[src/rtl/gcd_pkg.sv]
// rtl/gcd_pkg.sv - shared state encoding and default width for the GCD scheduler
package gcd_pkg;

  typedef enum logic [1:0] {
    IDLE,
    RUN,
    DONE
  } state_t;

  localparam int GCD_WIDTH = 16;

endpackage

[src/rtl/gcd_engine.sv]
// rtl/gcd_engine.sv - subtractive GCD datapath, one subtraction per cycle
module gcd_engine #(
  parameter int WIDTH = 16
) (
  input  logic             clk,
  input  logic             init,
  input  logic [WIDTH-1:0] a,
  input  logic [WIDTH-1:0] b,
  output logic [WIDTH-1:0] o,
  output logic             fin
);

  logic [WIDTH-1:0] acc_a_q, acc_a_d;
  logic [WIDTH-1:0] acc_b_q, acc_b_d;

  assign fin = (acc_a_q == acc_b_q);
  assign o   = acc_a_q;

  // Larger minus smaller keeps both accumulators unsigned without underflow.
  always_comb begin
    acc_a_d = acc_a_q;
    acc_b_d = acc_b_q;
    if (init) begin
      acc_a_d = a;
      acc_b_d = b;
    end else if (!fin) begin
      if (acc_a_q > acc_b_q) begin
        acc_a_d = acc_a_q - acc_b_q;
      end else begin
        acc_b_d = acc_b_q - acc_a_q;
      end
    end
  end

  always_ff @(posedge clk) begin
    acc_a_q <= acc_a_d;
    acc_b_q <= acc_b_d;
  end

endmodule

[src/rtl/gcd_scheduler.sv]
// rtl/gcd_scheduler.sv - round-robin sharing of one GCD engine with tagged valid/ready results
module gcd_scheduler
  import gcd_pkg::*;
#(
  parameter int N     = 4,
  parameter int WIDTH = GCD_WIDTH,
  parameter int IDW   = $clog2(N)
) (
  input  logic               clk,
  input  logic               nrst,
  input  logic [N-1:0]       req,
  input  logic [N*WIDTH-1:0] a_in,
  input  logic [N*WIDTH-1:0] b_in,
  output logic [N-1:0]       gnt,
  output logic               res_valid,
  input  logic               res_ready,
  output logic [WIDTH-1:0]   res_data,
  output logic [IDW-1:0]     res_id,
  output logic               busy
);

  state_t           state_q, state_d;
  logic [IDW-1:0]   ptr_q, ptr_d;
  logic [IDW-1:0]   id_q, id_d;
  logic [WIDTH-1:0] data_q, data_d;
  logic [IDW-1:0]   win;
  logic [WIDTH-1:0] op_a, op_b;
  logic             eng_init;
  logic [WIDTH-1:0] eng_o;
  logic             eng_fin;

  function automatic logic [IDW-1:0] rr_pick(input logic [N-1:0] r, input logic [IDW-1:0] p);
    logic [IDW-1:0] w;
    logic           hit;
    int             idx;
    w   = '0;
    hit = 1'b0;
    for (int k = 0; k < N; k++) begin
      idx = int'(p) + k;
      if (idx >= N) idx = idx - N;
      if (!hit && r[idx]) begin
        hit = 1'b1;
        w   = IDW'(idx);
      end
    end
    return w;
  endfunction

  assign win  = rr_pick(req, ptr_q);
  assign op_a = a_in[int'(win)*WIDTH +: WIDTH];
  assign op_b = b_in[int'(win)*WIDTH +: WIDTH];

  gcd_engine #(.WIDTH(WIDTH)) u_engine (
    .clk (clk),
    .init(eng_init),
    .a   (op_a),
    .b   (op_b),
    .o   (eng_o),
    .fin (eng_fin)
  );

  always_comb begin
    state_d  = state_q;
    ptr_d    = ptr_q;
    id_d     = id_q;
    data_d   = data_q;
    eng_init = 1'b0;
    gnt      = '0;
    case (state_q)
      IDLE: begin
        if (|req) begin
          gnt   = N'(1) << win;
          id_d  = win;
          ptr_d = (win == IDW'(N-1)) ? '0 : win + 1'b1;
          // A zero operand would never converge in the engine; resolve it here.
          if (op_a == '0 || op_b == '0) begin
            data_d  = op_a | op_b;
            state_d = DONE;
          end else begin
            eng_init = 1'b1;
            state_d  = RUN;
          end
        end
      end
      RUN: begin
        if (eng_fin) begin
          data_d  = eng_o;
          state_d = DONE;
        end
      end
      DONE: begin
        if (res_ready) state_d = IDLE;
      end
      default: state_d = IDLE;
    endcase
  end

  always_ff @(posedge clk) begin
    if (!nrst) begin
      state_q <= IDLE;
      ptr_q   <= '0;
      id_q    <= '0;
      data_q  <= '0;
    end else begin
      state_q <= state_d;
      ptr_q   <= ptr_d;
      id_q    <= id_d;
      data_q  <= data_d;
    end
  end

  assign res_valid = (state_q == DONE);
  assign busy      = (state_q != IDLE);
  assign res_data  = data_q;
  assign res_id    = id_q;

endmodule
[config.mk]
export PLATFORM = sky130hd
export DESIGN_NAME = gcd_scheduler
export DESIGN_NICKNAME = d
export VERILOG_FILES = /design/src/rtl/gcd_pkg.sv /design/src/rtl/gcd_engine.sv /design/src/rtl/gcd_scheduler.sv
export SDC_FILE = /design/constraint.sdc
export NUM_CORES = 1
export LEC_CHECK = 0
export ABC_AREA = 1
export ABC_CLOCK_PERIOD_IN_PS = 4100
export CORE_ASPECT_RATIO = 0.75
export CORE_UTILIZATION = 35
export CTS_BUF_LIST = sky130_fd_sc_hd__clkbuf_8
export CTS_CLUSTER_DIAMETER = 30
export DETAILED_ROUTE_END_ITERATION = 10
export MAX_ROUTING_LAYER = met4
export PLACE_DENSITY = 0.72
export SETUP_SLACK_MARGIN = 0.15
export SKIP_LAST_GASP = 1
export SYNTH_ARGS = -nofsm -noshare
export SYNTH_HDL_FRONTEND = slang
export SYNTH_SLANG_ARGS = --single-unit
[constraint.sdc]
create_clock -name clk -period 4.1 [get_ports clk]
set_input_delay 0.82 -clock clk [delete_from_list [all_inputs] [get_ports clk]]
set_output_delay 0.82 -clock clk [all_outputs]
set_load 0.02 [all_outputs]
# == After elaboration in Yosys (flattened, before gate mapping) ==
# Cells that the tools add are included.
# word_totals
regBits,54
output_inout_bits,24
input_bits,135
# op_classes
order_cmp,9
n_shift,3
add_sub_neg,10
reduce_logical,19
n_bitwise,1
eq_ne,10
muxes,44
# op_table
cell,count
2-to-1 mux 16 bit,9
"< comparator 32 x 4 -> 1 bit, second input constant",4
2-to-1 mux 32 bit,4
indexed part select 64 x 7 -> 16 bit,2
logical NOT 16 bit,2
one-hot mux 16 bit (2 select lines),1
subtractor 16 bit,2
2-to-1 mux 2 bit,9
== test 16 bit,1
> comparator 16 bit,1
OR 16 bit,1
2-to-1 mux 1 bit,14
"subtractor 3 x 3 -> 4 bit, second input constant",3
"inequality test 2 bit, second input constant",5
"greater-or-equal comparator 3 bit, second input constant",3
binary-select mux 1 bit (select 2 bit),4
2-to-1 mux 4 bit,2
"adder 2 x 2 -> 3 bit, second input constant",2
one-hot mux 2 bit (3 select lines),1
AND reduction 2 bit,3
nonzero test 2 bit,3
"== test 2 bit, second input constant",2
AND reduction 4 bit,1
OR reduction 4 bit,1
12 further kinds,16

# == Depth between registers and ports, before layout ==
# logic_depth
ltp_word,23
ltp_mapped,24

# == Cells and area by module ==
# Synthesis repeated with hierarchy kept, for this count alone.
# hier_totals
hier_cells,1137
hier_area_um2,6537.5
# by_module_without_submodules
mod,seq_area_each_um2,instances,cells_each,area_each_um2
gcd_scheduler,440.4,1,630,3271.9
gcd_engine,960.9,1,507,3265.6

# == Worst setup path after synthesis ==
# No wires, ideal clock.
# synth_timing
path_kind,input -> register
startpoint,input port req[2]
endpoint,register u_engine.acc_b_q[0] (enable)
path_stages,17
arrival_ns,2.806
setup_ns,0.372
path_slack_ns,0.922
n_path_buf,2
cell_sequence,nand2_1 > nand2_1 > nand2_1 > nand2_2 > nor2_2 > nand3b_1 > nand3_2 > buf_1 > nand3_1 > nand2_1 > nor2_1 > nand2_1 > nor2_1 > nand2_1 > nand4_2 > buf_2 > nand2_1
# synth_via
elab_chain_len,21
elab_cells_between_ends,37
# synth_rtl
element,line_no,source
from (decl),gcd_scheduler.sv:11,"input logic [N-1:0] req,"
binary-select mux 1 bit (select 2 bit),gcd_scheduler.sv:41,if (!hit && r[idx]) begin
2-to-1 mux 1 bit (implied by the code) (2 in series),gcd_scheduler.sv:41,
2-to-1 mux 1 bit,gcd_scheduler.sv:41,
logical NOT 1 bit,gcd_scheduler.sv:41,
logical AND 1 bit,gcd_scheduler.sv:41,
2-to-1 mux 1 bit,gcd_scheduler.sv:41,
logical NOT 1 bit,gcd_scheduler.sv:41,
logical AND 1 bit,gcd_scheduler.sv:41,
(+4 left out),-,
indexed part select 64 x 7 -> 16 bit (on tied branches),"gcd_scheduler.sv:50, gcd_scheduler.sv:51",
logical NOT 16 bit,gcd_scheduler.sv:76,if (op_a == '0 || op_b == '0) begin
logical OR 1 bit,gcd_scheduler.sv:76,
2-to-1 mux 1 bit,gcd_scheduler.sv:76,
2-to-1 mux 1 bit *,gcd_scheduler.sv:71,if (|req) begin
2-to-1 mux 1 bit *,gcd_scheduler.sv:69,case (state_q)
inequality test 2 bit (no line),-,
AND reduction 2 bit (no line) *,-,
to (signal assigned),gcd_engine.sv:37,acc_b_q <= acc_b_d;
to (decl),gcd_engine.sv:14,"logic [WIDTH-1:0] acc_b_q, acc_b_d;"
# Every way passes the cells marked *; elsewhere a longest branch is shown, timed or not. The select of a mux whose other input is x is not followed.
# A chain may end at the register's enable or synchronous reset.

# == Worst setup path in the final report ==
# layout_timing
startpoint,input port req[2]
endpoint,"register u_engine.acc_b_q[0], data pin"
# layout_via
elab_chain_len,20
elab_cells_between_ends,35
# layout_rtl
element,line_no,source
binary-select mux 1 bit (select 2 bit),gcd_scheduler.sv:41,
2-to-1 mux 1 bit (implied by the code) (2 in series),gcd_scheduler.sv:41,
2-to-1 mux 1 bit,gcd_scheduler.sv:41,
logical NOT 1 bit,gcd_scheduler.sv:41,
logical AND 1 bit,gcd_scheduler.sv:41,
2-to-1 mux 1 bit,gcd_scheduler.sv:41,
logical NOT 1 bit,gcd_scheduler.sv:41,
logical AND 1 bit,gcd_scheduler.sv:41,
(+4 left out),-,
indexed part select 64 x 7 -> 16 bit (on tied branches),"gcd_scheduler.sv:50, gcd_scheduler.sv:51",
logical NOT 16 bit,gcd_scheduler.sv:76,
logical OR 1 bit,gcd_scheduler.sv:76,
2-to-1 mux 1 bit,gcd_scheduler.sv:76,
2-to-1 mux 1 bit,gcd_scheduler.sv:71,
2-to-1 mux 1 bit,gcd_scheduler.sv:69,
2-to-1 mux 16 bit *,gcd_engine.sv:23,if (init) begin
named net u_engine.acc_b_d[0],gcd_engine.sv:14,
# Mark *: on every way through the listed nets, which the timed path passes. The rest lies on a longest branch. The select of a mux whose other input is x is not followed.

==> results.json <==
{
  "grt.met2_usage": 0.3421,
  "setup_ws_ns": 0.3782,
  "layout_commonest_cell": "nand2_1",
  "cp-startpoint": "req[2]",
  "criticalPathCategory": "in -> reg",
  "die_h_um": 116.1,
  "antenna_found_initial": 0,
  "rows": 41,
  "final_nets": 1309,
  "track_usage": 0.2273,
  "hold_ws_ns": 0.4952,
  "gp_congestion": 0.9480,
  "clockBufferDepth": 2,
  "min_period_ns": 3.722,
  "wl_per_cell_um": 14.39,
  "timing.final.crit_share": 0.9078,
  "core_area_um2": 16880,
  "overflow": 0,
  "grt_first_pass_wirelength_mm": 31.14,
  "post_cts_buffers": 0,
  "clock-sinks": 54,
  "top_usage_layer": "met2",
  "start_util": 0.3601,
  "grt_start_max_net_pins": 49,
  "clk_pin_slew_ns": 0.11,
  "vias_per_cell": 4.847,
  "crit_path_end": "u_engine.acc_b_q[0]",
  "routed_wl_mm": 19.47,
  "cts_tree": "done",
  "dr_total_vias": 6558,
  "slew-limit-headroom": 0.2306,
  "htree_levels": 2,
  "met1_usage": 0.3168,
  "cpMostUsedCell": "nand2_1",
  "ys_async_sr_fraction": 0,
  "drtIter0Drc": 659,
  "min_path_cells": 2,
  "start_kind": "input port",
  "critPathArrivalTime_ns": 3.82,
  "ff2ff_setup_slack_ns": 0.62,
  "netlist.area_leader.share": 0.1649,
  "crit_chain": "clkdlybuf4s50_1, nand2_1, nand2_1, nand2_1, nand2_2, nor2_2, nand3b_1, nand3_2, inv_2, buf_4, nand3_1, nand2_1, nor2_1, nand2_1, nor2_1, nand2_1, nand4_2, buf_12, nand2_1, o21ai_1",
  "yosysUniqueCellTypes": 41,
  "tns_ns": 0,
  "hp-class": "reg -> reg",
  "final_antenna_net_count": 0,
  "synth-seq-area-share": 0.2305,
  "ys_warn_count": 0,
  "synth-seq-cells": 54,
  "clkLatencyLatePin_ns": 0.33,
  "fin_area_um2": 7934,
  "yosys.area.top_type": "nand2_1",
  "tightest_slew_ns": 1.153,
  "reg2reg_from": "ptr_q[0]",
  "met3_usage": 0.04119,
  "ys.flop_type": "edfxtp_1",
  "status": "finished, final reports clean",
  "drive_above_1_share": 0.03779,
  "root_buffer": "clkbuf_8",
  "crit_slowest_cell": "clkdlybuf4s50_1",
  "critPathMaxFanout": 47,
  "r2r_end": "u_engine.acc_b_q[0]",
  "setup_viol": 0,
  "critical-path-max-stage-delay_ns": 0.53,
  "placed_cell_area_um2": 7806,
  "n_antenna_cell": 0,
  "netlist_area_um2": 6078,
  "synth_area_per_cell_um2": 6.042,
  "drt_pass1_iterations": 5,
  "final_cell_mix": "267 x nand2_1, 229 x inv_1, 154 x clkdlybuf4s50_1, 108 x nand3_1, 81 x a21oi_1",
  "rsz0062_at_grt": "no",
  "crit_required_ns": 4.20,
  "end_kind": "register",
  "areaGrowthSynthToFinish_pct": 30.53,
  "numCtsBuffers": 5,
  "syn_inst": 1006,
  "hold_violations": 0,
  "hpwl_mm": 15.62,
  "dp_slack_ns": 0.06724,
  "synth_edf_count": 32,
  "drc": 0,
  "dieArea_um2": 17900,
  "ys_top_cells_by_area": "nand2_1 16%, edfxtp_1 16%, inv_1 14%",
  "grt_pass1_vias": 6144,
  "io_pins": 159,
  "die_w_um": 154.2,
  "finClkSkew_ns": 0.01167,
  "synth_nets": 1178,
  "fmax_mhz": 268.7,
  "portBuffers": 158,
  "r2r_cells": 19,
  "maxCapViolCount": 0,
  "drv_slew": 0
}
sequential cells by signal, summed over array words and instances, names as in the netlist:
register / count
res_data: 16
u_engine.acc_b_q: 16
u_engine.o: 16
ptr_q: 2
res_id: 2
state_q: 2
synthesized netlist by cell type, types with 12 or more instances:
master	count
o21ai_1	32
buf_2	12
dfxtp_1	22
a21oi_1	81
edfxtp_1	32
buf_6	14
clkbuf_1	18
ha_1	35
xor2_1	22
nor2_1	54
nand2_1	267
o21ai_0	22
nand3_1	108
inv_1	229
final cells by class:
class	count	area [µm²]
multi-input cells	671	3496
flip-flops and latches	54	1401
clock inverters	2	38.79
inverters	232	870.8
fillers	1726	8944
clock buffers	6	82.58
repair buffers	173	1775
well taps	215	269.0
worst min path at each step:
stage / start / end
global placement: res_data[0] / res_data[0]
floorplan: state_q[1] / state_q[1]
CTS: res_id[0] / res_id[0]
global route: res_id[0] / res_id[0]
detailed placement: res_id[0] / res_id[0]
finish: res_id[0] / res_id[0]
worst max-delay path: cells and delay by family:
family / cells / cell delay, ns
AOI/OAI and AO/OA: 1 / 0.07
and+or+nand+nor: 15 / 1.68
buffers and inverters: 4 / 1.23
logic make-up after synthesis:
logic type / synth area share
DFF: 0.2305
xor gates and xnor gates: 0.04034
AOI/OAI and AO/OA: 0.1420
and+or+nand+nor: 0.3133
buffers and inverters: 0.1951
adders and majority gates: 0.07863
per-layer routing:
metal | up-vias | wire length (µm) | share of wire
li1 | 3370 | - | -
met1 | 2920 | 9575 | 0.49
met2 | 244 | 8094 | 0.42
met3 | 24 | 1507 | 0.077
met4 | 0 | 297 | 0.015
met5 | - | 0 | 0
what timing repair did:
item	in CTS	in global routing
pin swaps	0	0
endpoints found under the setup margin	1	3
cloned	0	0
gates resized for setup	1	3
hold buffers	0	0
through the flow:
step / utilization / std cells
2_1_floorplan: - / 1006
3_3_place_gp: 0.4625 / 1345
3_5_place_dp: 0.4625 / 1345
4_1_cts: 0.4696 / 1353
5_1_grt: 0.4701 / 1353
6_report: 0.4701 / 1353
Power is not shown: default switching activity piles up to over one toggle a cycle in this logic, so the estimate is an artifact.
